--- src/rtl/tlb_ctrl_pkg.sv ---
// Shared TLB definitions: opcodes, FSM states, 78-bit entry layout and
// conversions between the packed entry and the CP0 register formats.
package tlb_ctrl_pkg;

  typedef enum logic [1:0] {
    OP_TLBP  = 2'b00,
    OP_TLBR  = 2'b01,
    OP_TLBWI = 2'b10,
    OP_TLBWR = 2'b11
  } tlb_op_e;

  typedef enum logic [1:0] {
    S_IDLE = 2'd0,
    S_EXEC = 2'd1,
    S_WB   = 2'd2
  } tlb_state_e;

  localparam int unsigned TLB_ENTRIES = 16;
  localparam int unsigned TLB_IDX_W   = 4;
  localparam int unsigned ENTRY_W     = 78;

  localparam int unsigned VPN2_HI = 77;
  localparam int unsigned VPN2_LO = 59;
  localparam int unsigned ASID_HI = 58;
  localparam int unsigned ASID_LO = 51;
  localparam int unsigned G_BIT   = 50;
  localparam int unsigned PFN0_HI = 49;
  localparam int unsigned PFN0_LO = 30;
  localparam int unsigned C0_HI   = 29;
  localparam int unsigned C0_LO   = 27;
  localparam int unsigned D0_BIT  = 26;
  localparam int unsigned V0_BIT  = 25;
  localparam int unsigned PFN1_HI = 24;
  localparam int unsigned PFN1_LO = 5;
  localparam int unsigned C1_HI   = 4;
  localparam int unsigned C1_LO   = 2;
  localparam int unsigned D1_BIT  = 1;
  localparam int unsigned V1_BIT  = 0;

  // The entry holds a single G bit, so it is set only when both halves are global.
  function automatic logic [ENTRY_W-1:0] pack_entry(input logic [31:0] hi,
                                                    input logic [31:0] lo0,
                                                    input logic [31:0] lo1);
    logic [ENTRY_W-1:0] e;
    e                    = '0;
    e[VPN2_HI:VPN2_LO]   = hi[31:13];
    e[ASID_HI:ASID_LO]   = hi[7:0];
    e[G_BIT]             = lo0[0] & lo1[0];
    e[PFN0_HI:PFN0_LO]   = lo0[25:6];
    e[C0_HI:C0_LO]       = lo0[5:3];
    e[D0_BIT]            = lo0[2];
    e[V0_BIT]            = lo0[1];
    e[PFN1_HI:PFN1_LO]   = lo1[25:6];
    e[C1_HI:C1_LO]       = lo1[5:3];
    e[D1_BIT]            = lo1[2];
    e[V1_BIT]            = lo1[1];
    return e;
  endfunction

  function automatic logic [31:0] entryhi_of(input logic [ENTRY_W-1:0] e);
    return {e[VPN2_HI:VPN2_LO], 5'b0, e[ASID_HI:ASID_LO]};
  endfunction

  function automatic logic [31:0] entrylo0_of(input logic [ENTRY_W-1:0] e);
    return {6'b0, e[PFN0_HI:PFN0_LO], e[C0_HI:C0_LO], e[D0_BIT], e[V0_BIT], e[G_BIT]};
  endfunction

  function automatic logic [31:0] entrylo1_of(input logic [ENTRY_W-1:0] e);
    return {6'b0, e[PFN1_HI:PFN1_LO], e[C1_HI:C1_LO], e[D1_BIT], e[V1_BIT], e[G_BIT]};
  endfunction

endpackage

--- src/rtl/tlb_ctrl.sv ---
// TLB instruction sequencer: accepts TLBP/TLBR/TLBWI/TLBWR from MEM1 and runs
// each as an atomic IDLE -> EXEC -> WB sequence against the TLB and CP0.
module tlb_ctrl
  import tlb_ctrl_pkg::*;
(
  input  logic         clk,
  input  logic         rst,
  input  logic         op_valid,
  input  logic [1:0]   op_code,
  input  logic         flush,
  output logic         op_stall,
  output logic         op_done,
  input  logic [31:0]  cp0_entryhi,
  input  logic [31:0]  cp0_entrylo0,
  input  logic [31:0]  cp0_entrylo1,
  input  logic [31:0]  cp0_index,
  input  logic [31:0]  cp0_random,
  output logic         index_wren,
  output logic [31:0]  index_wdata,
  output logic         probe_found,
  output logic         entryhi_wren,
  output logic [31:0]  entryhi_wdata,
  output logic         entrylo0_wren,
  output logic [31:0]  entrylo0_wdata,
  output logic         entrylo1_wren,
  output logic [31:0]  entrylo1_wdata,
  output logic [18:0]  s_vpn2,
  output logic [7:0]   s_asid,
  input  logic         s_found,
  input  logic [3:0]   s_index,
  output logic [3:0]   r_index,
  input  logic [77:0]  r_entry,
  output logic         w_en,
  output logic [3:0]   w_index,
  output logic [77:0]  w_entry
);

  tlb_state_e             state_q, state_d;
  tlb_op_e                op_q;
  logic [31:0]            ehi_q, lo0_q, lo1_q;
  logic [TLB_IDX_W-1:0]   idx_q, rnd_q;
  logic                   found_q;
  logic [TLB_IDX_W-1:0]   sidx_q;
  logic [ENTRY_W-1:0]     rentry_q;
  logic                   accept;
  logic                   unused_bits;

  assign accept = (state_q == S_IDLE) & op_valid & ~flush;

  always_ff @(posedge clk) begin
    if (!rst) state_q <= S_IDLE;
    else      state_q <= state_d;
  end

  always_comb begin
    state_d = state_q;
    case (state_q)
      S_IDLE:  if (accept) state_d = S_EXEC;
      S_EXEC:  state_d = S_WB;
      S_WB:    state_d = S_IDLE;
      default: state_d = S_IDLE;
    endcase
  end

  // Strobes are also gated by rst so a reset landing in EXEC/WB emits nothing.
  always_comb begin
    op_stall      = 1'b0;
    op_done       = 1'b0;
    w_en          = 1'b0;
    index_wren    = 1'b0;
    probe_found   = 1'b0;
    entryhi_wren  = 1'b0;
    entrylo0_wren = 1'b0;
    entrylo1_wren = 1'b0;
    if (rst) begin
      case (state_q)
        S_IDLE: op_stall = accept;
        S_EXEC: begin
          op_stall = 1'b1;
          w_en     = (op_q == OP_TLBWI) | (op_q == OP_TLBWR);
        end
        S_WB: begin
          op_done = 1'b1;
          if (op_q == OP_TLBP) begin
            index_wren  = 1'b1;
            probe_found = found_q;
          end
          if (op_q == OP_TLBR) begin
            entryhi_wren  = 1'b1;
            entrylo0_wren = 1'b1;
            entrylo1_wren = 1'b1;
          end
        end
        default: ;
      endcase
    end
  end

  always_ff @(posedge clk) begin
    if (!rst) begin
      op_q     <= OP_TLBP;
      ehi_q    <= '0;
      lo0_q    <= '0;
      lo1_q    <= '0;
      idx_q    <= '0;
      rnd_q    <= '0;
      found_q  <= 1'b0;
      sidx_q   <= '0;
      rentry_q <= '0;
    end else begin
      if (accept) begin
        op_q  <= tlb_op_e'(op_code);
        ehi_q <= cp0_entryhi;
        lo0_q <= cp0_entrylo0;
        lo1_q <= cp0_entrylo1;
        idx_q <= cp0_index[TLB_IDX_W-1:0];
        rnd_q <= cp0_random[TLB_IDX_W-1:0];
      end
      if (state_q == S_EXEC) begin
        found_q  <= s_found;
        sidx_q   <= s_index;
        rentry_q <= r_entry;
      end
    end
  end

  assign s_vpn2         = ehi_q[31:13];
  assign s_asid         = ehi_q[7:0];
  assign r_index        = idx_q;
  assign w_index        = (op_q == OP_TLBWR) ? rnd_q : idx_q;
  assign w_entry        = pack_entry(ehi_q, lo0_q, lo1_q);
  assign index_wdata    = {28'b0, sidx_q};
  assign entryhi_wdata  = entryhi_of(rentry_q);
  assign entrylo0_wdata = entrylo0_of(rentry_q);
  assign entrylo1_wdata = entrylo1_of(rentry_q);

  assign unused_bits = ^{cp0_index[31:TLB_IDX_W], cp0_random[31:TLB_IDX_W],
                         ehi_q[12:8], lo0_q[31:26], lo0_q[0], lo1_q[31:26], lo1_q[0]};

endmodule

--- config.mk ---
export PLATFORM = sky130hd
export DESIGN_NAME = tlb_ctrl
export DESIGN_NICKNAME = d
export VERILOG_FILES = /design/src/rtl/tlb_ctrl_pkg.sv /design/src/rtl/tlb_ctrl.sv
export SDC_FILE = /design/constraint.sdc
export NUM_CORES = 1
export LEC_CHECK = 0
export CAP_MARGIN = 20
export CORE_AREA = 2 2 196 198
export CTS_CLUSTER_SIZE = 16
export DETAILED_ROUTE_END_ITERATION = 10
export DIE_AREA = 0 0 198 200
export GPL_TIMING_DRIVEN = 0
export MAX_ROUTING_LAYER = met4
export PLACE_DENSITY_LB_ADDON = 0.15
export SYNTH_ARGS = -nofsm -noshare
export SYNTH_HDL_FRONTEND = slang
export SYNTH_SLANG_ARGS = --single-unit
export TNS_END_PERCENT = 10
--- constraint.sdc ---
create_clock -name clk -period 2.85 [get_ports clk]
set_input_delay 0.4275 -clock clk [delete_from_list [all_inputs] [get_ports clk]]
set_output_delay 0.4275 -clock clk [all_outputs]
set_load 0.01 [all_outputs]
==> out/results.txt <==
htree depth: 4
final instance area: 12700 um^2
crit path max-delay cell type: clkdlybuf4s50_1
worst reg2reg path startpoint: state_q[1]
CP startpoint: state_q[0]
EDFF count, synth: 0
Critical Path End: w_en
I/O pins: 498
setup TNS: 0 ns
Die H: 200 um
Max Clock Freq: 373 MHz
first-pass GRT wire length: 43.4 mm
top post-synthesis cells by area: dfxtp_1 46%, buf_4 13%, nand2_1 13%
initial antenna violation count: 2
period utilization: 94.1%
TritonRoute pass-1 iters: 6
CP max stage delay: 0.57 ns
Ys Warns: 0
largest net degree at the start of global routing: 17
Final Worst Setup Slack: 0.168 ns
Synth Instances: 901
Post-CTS Hold Fix Bufs: 0
antenna-violating nets left: 0
total power draw: 5980 uW
NetSw: 1560 uW
Clock transition at path regs: 0.07 ns
Overflow after GRT: 0
Root Buffer: clkbuf_16
CP max FO: 10
vias in the first global route: 7281
layout cells sized above 1: 15.3%
CP Capture Type: output pin
Stages on worst setup path: 6
synthesized flop and latch total: 174
Final nets: 1593
vias per std cell: 3.86
Slew @ Worst Pin: 0.651 ns
r2r endpoint: lo1_q[16]
Worst EP required: 2.42 ns
crit path time final: 2.68 ns
CP arrival: 2.25 ns
Max VDD drop: 0.000410 V
clk_lat worst skew: 0.44 ns
WL/cell: 15.8 um
CP bufs+invs: 4
Netlist cell types: 24
CP cell instances: nor2b_1 -> buf_2 -> buf_4 -> buf_4 -> and3_1 -> clkdlybuf4s50_1
Synth top area share: 46.1%
unrepaired setup endpoints after global routing: yes
CTS buffer count: 17
Synth area leader: dfxtp_1
Sequential Power Share: 43.5%
Max Buffers Root-to-Sink: 2
total track usage: 15.1%
Worst Hold Class: primary input to flop
CP delay by family, top: buffers and inverters
Starting Density: 20.2%
CP startpoint kind: flop
Cell Area, Synth: 7560 um^2
switching share of power: 26.1%
Die X: 198 um
sequential fraction of the synthesis area: 46.1%
drt first-iter violations: 247
pre-CTS WS: -0.466 ns
drt drc: 0
core area: 37400 um^2
Final Hold Fails: 0
# fillers: 3945
Post-Route WL: 29.6 mm
total of max-cap violations: 0
PortBufs: 378
DIE AREA: 39600 um^2
Slew HR: 56.6%
Logic pwr share: 17.5%
PD cells: 469 nW/um^2
row count: 71
final core utilization: 34.1%
main flop type after synthesis: dfxtp_1
clock sinks: 174
static leakage: 0.00479 uW
gpl congestion: 0.779
reg-to-reg setup timing slack: 1.18 ns
Area after DPL: 12100 um^2
cell mode on critical path: buf_4
Post-DP HPWL: 22.9 mm
part of the power in the clock network: 39.1%
CTS tree: yes
Final Skew: 0.00791 ns
Syn-to-layout area delta: 68.5%
Slew Limit Fails: 0
vias: 7205
Int Power: 4410 uW
status: complete, no violations
Crit Path Class: flop to output pin
Setup-failing EPs final: 0
R2R depth: 5
syn avg cell area: 8.39 um^2
async set-reset flop share out of synthesis: 0%
## synth_stat cells, types with 2 or more instances
master and instances:
nand2_1 256, dfxtp_1 174, buf_4 133, nand3_1 89
a21boi_0 83, o21ai_0 64, clkbuf_1 33, o21ai_1 16
buf_2 13, buf_12 11, o21ai_2 9, and2_1 4
mux2_2 4, clkbuf_2 2
## layer usage
layer / up-vias / track usage (%) / part of all wire (%)
li1: 3659 / - / -
met1: 3277 / 17.0 / 43
met2: 259 / 25.3 / 48
met3: 10 / 6.20 / 9.0
met4: 0 / 3.09 / 0.67
met5: - / - / 0
## power groups by stage
stage / clock (uW) / combinational (uW) / sequential, uW
finish: 2330 / 1040 / 2600
floorplan: 0 / 431 / 2670
global placement: 0 / 1060 / 2650
CTS: 2440 / 1060 / 2600
detailed placement: 0 / 1050 / 2660
global route: 2520 / 1130 / 2610
## state kept, by name (all words and copies together), names as in the netlist
name / flops
lo1_q: 26
lo0_q: 26
rnd_q: 4
ehi_q: 27
rentry_q: 78
sidx_q: 4
r_index: 4
state_q: 2
op_q: 2
found_q: 1
## stage by stage
step	cells	hold WS, ns
final	1868	0.387
after CTS	1867	0.368
after detailed placement	1834	0.446
after floorplan	945	0.429
after global routing	1868	0.371
after global placement	1834	0.437
## final cells by class
class	count	area (um^2)	share of cell area [%]
clock buffer	20	457	3.59
tap	511	639	5.02
inverter	1	3.75	0.0295
timing repair buffer	380	3800	29.8
clock inverter	11	109	0.855
multi-input combinational	578	2820	22.1
buffer	192	1420	11.2
sequential	174	3480	27.4
antenna	1	2.50	0.0197
## cell families after synthesis
| kind of cell | synth area share (%) |
|---|---|
| other | 0.0496 |
| and+or+nand+nor | 19.8 |
| AOI/OAI and AO/OA | 14.7 |
| muxes | 0.596 |
| DFF | 46.1 |
| buffers and inverters | 18.8 |
## placed cells by master (no fill, tap or decap), types with 4 or more instances in the layout
| cell | instances |
|---|---|
| o21ai_0 | 64 |
| o21ai_1 | 16 |
| nand3_1 | 89 |
| clkdlybuf4s50_1 | 377 |
| dfxtp_1 | 173 |
| conb_1 | 45 |
| and2_1 | 4 |
| buf_4 | 137 |
| clkbuf_16 | 17 |
| clkinv_4 | 4 |
| nand2_1 | 256 |
| mux2_2 | 4 |
| clkbuf_1 | 33 |
| buf_2 | 11 |
| buf_12 | 11 |
| a21boi_0 | 83 |
| o21ai_2 | 9 |
## worst min-delay path by stage
stage	endpoint	start	cells after the start	slack, ns
4_1_cts	sidx_q[2]	rst	2	0.37
6_report	sidx_q[2]	rst	2	0.39
3_3_place_gp	lo0_q[25]	lo0_q[25]	2	0.44
3_5_place_dp	lo1_q[25]	lo1_q[25]	2	0.45
5_1_grt	sidx_q[2]	rst	2	0.37
2_1_floorplan	lo0_q[25]	lo0_q[25]	2	0.43
## repair_timing
| action | in CTS | in global routing |
|---|---|---|
| resized for setup | 4 | 1 |
| pin swaps | 1 | 0 |
| endpoints found under the setup margin | 7 | 3 |
| setup buffers | 2 | 0 |
No activity file was read; power rests on OpenSTA's default activity.
